### config.mk
export PLATFORM = sky130hd
export DESIGN_NAME = round_arb_flat
export DESIGN_NICKNAME = d
export VERILOG_FILES = /design/src/rtl/round_arb_if.sv /design/src/rtl/round_arb.sv /design/src/flat_wrapper.sv
export SDC_FILE = /design/constraint.sdc
export NUM_CORES = 1
export LEC_CHECK = 0
export CELL_PAD_IN_SITES_DETAIL_PLACEMENT = 0
export CELL_PAD_IN_SITES_GLOBAL_PLACEMENT = 2
export CORE_MARGIN = 2
export CORE_UTILIZATION = 26
export DETAILED_ROUTE_END_ITERATION = 8
export PLACE_DENSITY = 0.68
export SLEW_MARGIN = 20
export SYNTH_ARGS = -nofsm -noshare
export SYNTH_HDL_FRONTEND = slang
export SYNTH_SLANG_ARGS = --single-unit
### constraint.sdc
create_clock -name clk -period 36.9 [get_ports clk]
set_input_delay 11.07 -clock clk [delete_from_list [all_inputs] [get_ports clk]]
set_output_delay 11.07 -clock clk [all_outputs]
set_load 0.005 [all_outputs]
### src/rtl/round_arb_if.sv
// Requester/result bundle for round_arb: two operand requesters in, one
// rounded, renormalized result out, each side with a valid/ready handshake.
interface round_arb_if #(
    parameter int DATA_W = 24,
    parameter int EXP_W  = 8
);
    logic [1:0]                req_valid;
    logic [1:0]                req_ready;
    logic [2*EXP_W-1:0]        req_exp;
    logic [2*(DATA_W+3)-1:0]   req_mant;
    logic                      out_valid;
    logic                      out_ready;
    logic [EXP_W-1:0]          out_exp;
    logic [DATA_W-1:0]         out_mant;
    logic                      out_tag;

    modport slave (
        input  req_valid, req_exp, req_mant, out_ready,
        output req_ready, out_valid, out_exp, out_mant, out_tag
    );

    modport master (
        output req_valid, req_exp, req_mant, out_ready,
        input  req_ready, out_valid, out_exp, out_mant, out_tag
    );
endinterface

### src/rtl/round_arb.sv
// Round-robin arbiter feeding a two-stage round-to-nearest-even and
// renormalize pipeline; one result per cycle when downstream keeps up.
module round_arb #(
    parameter int DATA_W = 24,
    parameter int EXP_W  = 8
) (
    input  logic       clk,
    input  logic       rst_n,
    round_arb_if.slave bus
);
    localparam int MW   = DATA_W + 3;
    localparam int LZ_W = $clog2(DATA_W + 1);

    logic              lastGrant_q, lastGrant_d;
    logic              s1Valid_q, s1Valid_d;
    logic [EXP_W-1:0]  s1Exp_q, s1Exp_d;
    logic [MW-1:0]     s1Mant_q, s1Mant_d;
    logic              s1Tag_q, s1Tag_d;
    logic              outValid_q, outValid_d;
    logic [EXP_W-1:0]  outExp_q, outExp_d;
    logic [DATA_W-1:0] outMant_q, outMant_d;
    logic              outTag_q, outTag_d;

    logic              grant;
    logic [1:0]        reqReady;
    logic              accept;
    logic              adv1;
    logic              adv2;
    logic              roundUp;
    logic [DATA_W:0]   m;
    logic [LZ_W-1:0]   lz;
    logic              found;
    logic [EXP_W-1:0]  rndExp;
    logic [DATA_W-1:0] rndMant;

    assign adv2   = ~outValid_q | bus.out_ready;
    assign adv1   = ~s1Valid_q | adv2;
    assign accept = |reqReady;

    // On a tie the requester that did not win the last accepted transfer goes next.
    always_comb begin
        grant = 1'b0;
        unique case (bus.req_valid)
            2'b01:   grant = 1'b0;
            2'b10:   grant = 1'b1;
            2'b11:   grant = ~lastGrant_q;
            default: grant = 1'b0;
        endcase
    end

    always_comb begin
        reqReady = 2'b00;
        if (rst_n && adv1 && bus.req_valid[grant]) begin
            reqReady[grant] = 1'b1;
        end
    end

    assign bus.req_ready = reqReady;

    always_comb begin
        roundUp = s1Mant_q[2] & (s1Mant_q[1] | s1Mant_q[0] | s1Mant_q[3]);
        m       = {1'b0, s1Mant_q[MW-1:3]} + {{DATA_W{1'b0}}, roundUp};
    end

    always_comb begin
        lz    = '0;
        found = 1'b0;
        for (int i = DATA_W - 1; i >= 0; i--) begin
            if (!found) begin
                if (m[i]) begin
                    found = 1'b1;
                end else begin
                    lz = lz + LZ_W'(1);
                end
            end
        end
    end

    // Carry out means the mantissa was all ones and rounded up to the next power of two.
    always_comb begin
        rndExp  = '0;
        rndMant = '0;
        if (m[DATA_W]) begin
            rndExp  = s1Exp_q + EXP_W'(1);
            rndMant = {1'b1, {(DATA_W-1){1'b0}}};
        end else if (m[DATA_W-1:0] != '0) begin
            rndExp  = s1Exp_q - EXP_W'(lz);
            rndMant = m[DATA_W-1:0] << lz;
        end
    end

    always_comb begin
        lastGrant_d = lastGrant_q;
        s1Valid_d   = s1Valid_q;
        s1Exp_d     = s1Exp_q;
        s1Mant_d    = s1Mant_q;
        s1Tag_d     = s1Tag_q;
        outValid_d  = outValid_q;
        outExp_d    = outExp_q;
        outMant_d   = outMant_q;
        outTag_d    = outTag_q;

        if (adv1) begin
            s1Valid_d = accept;
        end
        if (accept) begin
            lastGrant_d = grant;
            s1Exp_d     = bus.req_exp[int'(grant)*EXP_W +: EXP_W];
            s1Mant_d    = bus.req_mant[int'(grant)*MW +: MW];
            s1Tag_d     = grant;
        end

        if (adv2) begin
            outValid_d = s1Valid_q;
        end
        if (s1Valid_q && adv2) begin
            outExp_d  = rndExp;
            outMant_d = rndMant;
            outTag_d  = s1Tag_q;
        end
    end

    always_ff @(posedge clk or negedge rst_n) begin
        if (!rst_n) begin
            lastGrant_q <= 1'b1;
            s1Valid_q   <= 1'b0;
            s1Exp_q     <= '0;
            s1Mant_q    <= '0;
            s1Tag_q     <= 1'b0;
            outValid_q  <= 1'b0;
            outExp_q    <= '0;
            outMant_q   <= '0;
            outTag_q    <= 1'b0;
        end else begin
            lastGrant_q <= lastGrant_d;
            s1Valid_q   <= s1Valid_d;
            s1Exp_q     <= s1Exp_d;
            s1Mant_q    <= s1Mant_d;
            s1Tag_q     <= s1Tag_d;
            outValid_q  <= outValid_d;
            outExp_q    <= outExp_d;
            outMant_q   <= outMant_d;
            outTag_q    <= outTag_d;
        end
    end

    assign bus.out_valid = outValid_q;
    assign bus.out_exp   = outExp_q;
    assign bus.out_mant  = outMant_q;
    assign bus.out_tag   = outTag_q;
endmodule
### src/flat_wrapper.sv
// flat-port wrapper written by rule: the top's interface ports become plain ports
module round_arb_flat 
#(
    parameter int DATA_W = 24,
    parameter int EXP_W  = 8
)
  (clk, rst_n, bus_req_valid, bus_req_exp, bus_req_mant, bus_out_ready, bus_req_ready, bus_out_valid, bus_out_exp, bus_out_mant, bus_out_tag);
  round_arb_if #(.DATA_W(DATA_W), .EXP_W(EXP_W)) bus_i ();
  input  logic clk;
  input  logic rst_n;
  input wire logic [$bits(bus_i.req_valid)-1:0] bus_req_valid;
  input wire logic [$bits(bus_i.req_exp)-1:0] bus_req_exp;
  input wire logic [$bits(bus_i.req_mant)-1:0] bus_req_mant;
  input wire logic [$bits(bus_i.out_ready)-1:0] bus_out_ready;
  output wire logic [$bits(bus_i.req_ready)-1:0] bus_req_ready;
  output wire logic [$bits(bus_i.out_valid)-1:0] bus_out_valid;
  output wire logic [$bits(bus_i.out_exp)-1:0] bus_out_exp;
  output wire logic [$bits(bus_i.out_mant)-1:0] bus_out_mant;
  output wire logic [$bits(bus_i.out_tag)-1:0] bus_out_tag;
  assign bus_i.req_valid = bus_req_valid;
  assign bus_i.req_exp = bus_req_exp;
  assign bus_i.req_mant = bus_req_mant;
  assign bus_i.out_ready = bus_out_ready;
  assign bus_req_ready = bus_i.req_ready;
  assign bus_out_valid = bus_i.out_valid;
  assign bus_out_exp = bus_i.out_exp;
  assign bus_out_mant = bus_i.out_mant;
  assign bus_out_tag = bus_i.out_tag;
  round_arb #(.DATA_W(DATA_W), .EXP_W(EXP_W)) u_core (.clk(clk), .rst_n(rst_n), .bus(bus_i));
endmodule
==> impl_metrics.csv <==
group,metric,value,unit
finish,insertedDiodeCount,0,
timing,finClkSkew,21.9,ps
critical_path,timing.rr.end,"u_core.bus.out_exp[7]",
timing,fin_ws,12810,ps
power_and_ir_drop,power.density,56.9,nW/µm²
route,wl_per_cell,18.7,µm
floorplan,fp.dieW,184,µm
cts,cts_root_buf,"clkbuf_16",
global_routing,grt_first_pass_wirelength,47500,µm
yosys,ys_types,101,
power_and_ir_drop,leakagePower,4.07,nW
global_routing,antenna_found_initial,0,
yosys,synth-edff-count,0,
cts,ctsResizeCount,0,
yosys,post_synth_inst_count,1093,
cts,cts_num_sinks,72,
global_routing,grt_max_degree,60,
critical_path,ff2ff_path_depth,89,
yosys,syn_area,8440,µm²
route,highest_layer,"met4",
finish,area_growth,21.3,%
critical_path,slowest_delay,590,ps
critical_path,worstPathMaxFanout,38,
critical_path,cp_common_cell,"clkdlybuf4s50_1",
min_path,whs_endpoint,"u_core.bus.out_tag",
power_and_ir_drop,total_power,0.583,mW
yosys,ys_warn_count,0,
route,drt_iter0_drc,522,
route,first_pass_iters,9,
cts,clk_latency,350,ps
route,vias,8557,
cts,holdBufCountCts,0,
status,status,"finished, final reports clean",
placed_design,hpwl,23500,µm
critical_path,start_kind,"primary input",
cts,postCtsSetupBuffers,0,
floorplan,dieHeight,184,µm
timing,post-route-period-util,0.653,
min_path,hp-class,"reg2reg",
cts,cts_buffer_depth,2,
cts,cts_htree_levels,3,
timing,slew-limit-headroom,0.429,
cts,numCtsBuffers,9,
route,ant_nets,0,
min_path,min_path_cells,2,
route,dr_wl_met3,1290,µm
timing,fin_crit,24090,ps
floorplan,ioPinCount,111,
yosys,syn_avg_cell_area,7.72,µm²
placed_design,pre_cts_ws,12820,ps
route,drcViolationCount,0,
timing,finalSetupViolations,0,
yosys,synth-main-ff-cell,"dfrtp_1",
timing,tns,0,ps
floorplan,dieArea,33900,µm²
critical_path,cp_slowest_cell,"clkdlybuf4s50_1",
global_routing,track_usage,0.176,
placed_design,place.gp.congestion,0.809,
timing,rsz0062_at_grt,"false",
min_path,hold_start,"u_core.bus.out_tag",
finish,final_cell_mix,"nand2_1 (136), clkdlybuf4s50_1 (109), nor2_1 (83)",
cts,clk_pin_slew_worst_paths,70,ps
yosys,syn_nets,1198,
critical_path,arrival,13020,ps
route,drt-met1-wl,15000,µm
timing,max_freq,0.0415,GHz
yosys,synthArstFlopShare,1.00,
power_and_ir_drop,ir_drop,24.7,µV
critical_path,r2r_slack,16510,ps
yosys,ys_seq_elements,72,
finish,nNetsFinal,1267,
critical_path,endpoint_kind,"output pin",
finish,drive_gt1_frac,0.0823,
yosys,seq_area_frac_synth,0.214,
finish,fillers,3459,
job,maxCapViolCount,0,
global_routing,first_global_vias,8184,
critical_path,reg2reg_from,"u_core.s1Mant_q[2]",
floorplan,rows,65,
cts,cts_tree,"yes",
timing,worst_pin_slew,853,ps
placed_design,port_buffers,110,
timing,slew_viol_final,0,
finish,final_common_cell,"nand2_1",
timing,hold_viol_final,0,
floorplan,start_util,0.265,
route,viasPerCell,5.34,
critical_path,cp.required,25830,ps
floorplan,core,31800,µm²
critical_path,cp_cell_sequence,"clkdlybuf4s50_1 > nand3b_1 > nand2_1 > a211oi_4 > buf_4 > clkdlybuf4s50_1",
critical_path,crit_type,"in2out",
global_routing,gr-total-overflow,0,
route,wirelength,29900,µm
finish,post-route-util,0.322,
route,dr_wl_met2,13200,µm
-- metal layers --
metal | vias to the layer above | GRT usage
li1 | 4231 | -
met1 | 4090 | 0.255
met2 | 217 | 0.277
met3 | 19 | 0.0263
met4 | 0 | 0.0352
met5 | - | 0
-- layout make-up --
type / count / area [µm²] / share of cell area
Multi-Input combinational cell: 885 / 6100 / 0.596
Sequential cell: 72 / 1800 / 0.176
Timing Repair Buffer: 123 / 1200 / 0.117
Tap cell: 435 / 544 / 0.0532
Inverter: 71 / 268 / 0.0262
Clock buffer: 10 / 229 / 0.0224
Clock inverter: 6 / 90.1 / 0.00880
-- sequential cells by signal, summed over array words and instances (netlist names) --
signal / flops
u_core.s1Valid_q: 1
u_core.s1Tag_q: 1
u_core.s1Exp_q: 8
u_core.lastGrant_q: 1
u_core.bus.out_exp: 8
u_core.bus.out_valid: 1
u_core.bus.out_tag: 1
u_core.bus.out_mant: 24
u_core.s1Mant_q: 27
-- worst max-delay path: cells and delay by family --
kind | cells | cell delay (ps)
compound gates | 1 | 220
buf+inv | 3 | 1440
simple gates | 2 | 280
-- how the worst max path moves through the flow --
stage	from	endpoint	depth (start not counted)
floorplan	bus_out_ready	bus_req_ready[0]	4
global placement	bus_out_ready	bus_req_ready[1]	6
detailed placement	bus_out_ready	bus_req_ready[1]	6
CTS	bus_out_ready	bus_req_ready[1]	6
global route	bus_out_ready	bus_req_ready[1]	6
finish	bus_out_ready	bus_req_ready[1]	6
-- kinds of logic (layout without fill, tap and decap cells) --
logic type | count (synthesis) | count (layout) | share of synthesized area
mux | 46 | 46 | 0.0571
compound gates | 306 | 306 | 0.268
xor+xnor | 61 | 61 | 0.0741
simple gates | 438 | 438 | 0.272
buf+inv | 136 | 210 | 0.0651
flops | 72 | 72 | 0.214
fa+ha+maj | 34 | 34 | 0.0501
-- through the flow --
stage | instances | hold slack (ps) | area [µm²]
6_report | 1602 | 487 | 10200
5_1_grt | 1602 | 518 | 10200
4_1_cts | 1602 | 489 | 10200
3_5_place_dp | 1586 | 465 | 9920
3_3_place_gp | 1586 | 471 | 9910
2_1_floorplan | 1093 | 439 | 8440
-- Yosys cell counts, types with 17 or more instances --
library cell,instances,area (µm²)
nand3_1,36,180
a21oi_1,45,225
clkbuf_1,46,173
o21ai_0,58,290
and2_1,17,106
nor2_1,84,315
nand2_1,137,514
xnor2_1,29,254
inv_1,70,263
nor3_1,33,165
ha_1,29,363
a222oi_1,35,350
dfrtp_1,71,1780
or3_1,17,106
mux2i_1,29,290
xor2_1,24,210
-- power by group --
group | switching [mW] | total (mW) | internal (mW)
logic | 0.201 | 0.352 | 0.151
clock network | 0.0368 | 0.0964 | 0.0596
registers | 0.0305 | 0.134 | 0.104
total | 0.268 | 0.583 | 0.315
Power figures use the tool's default switching activity.
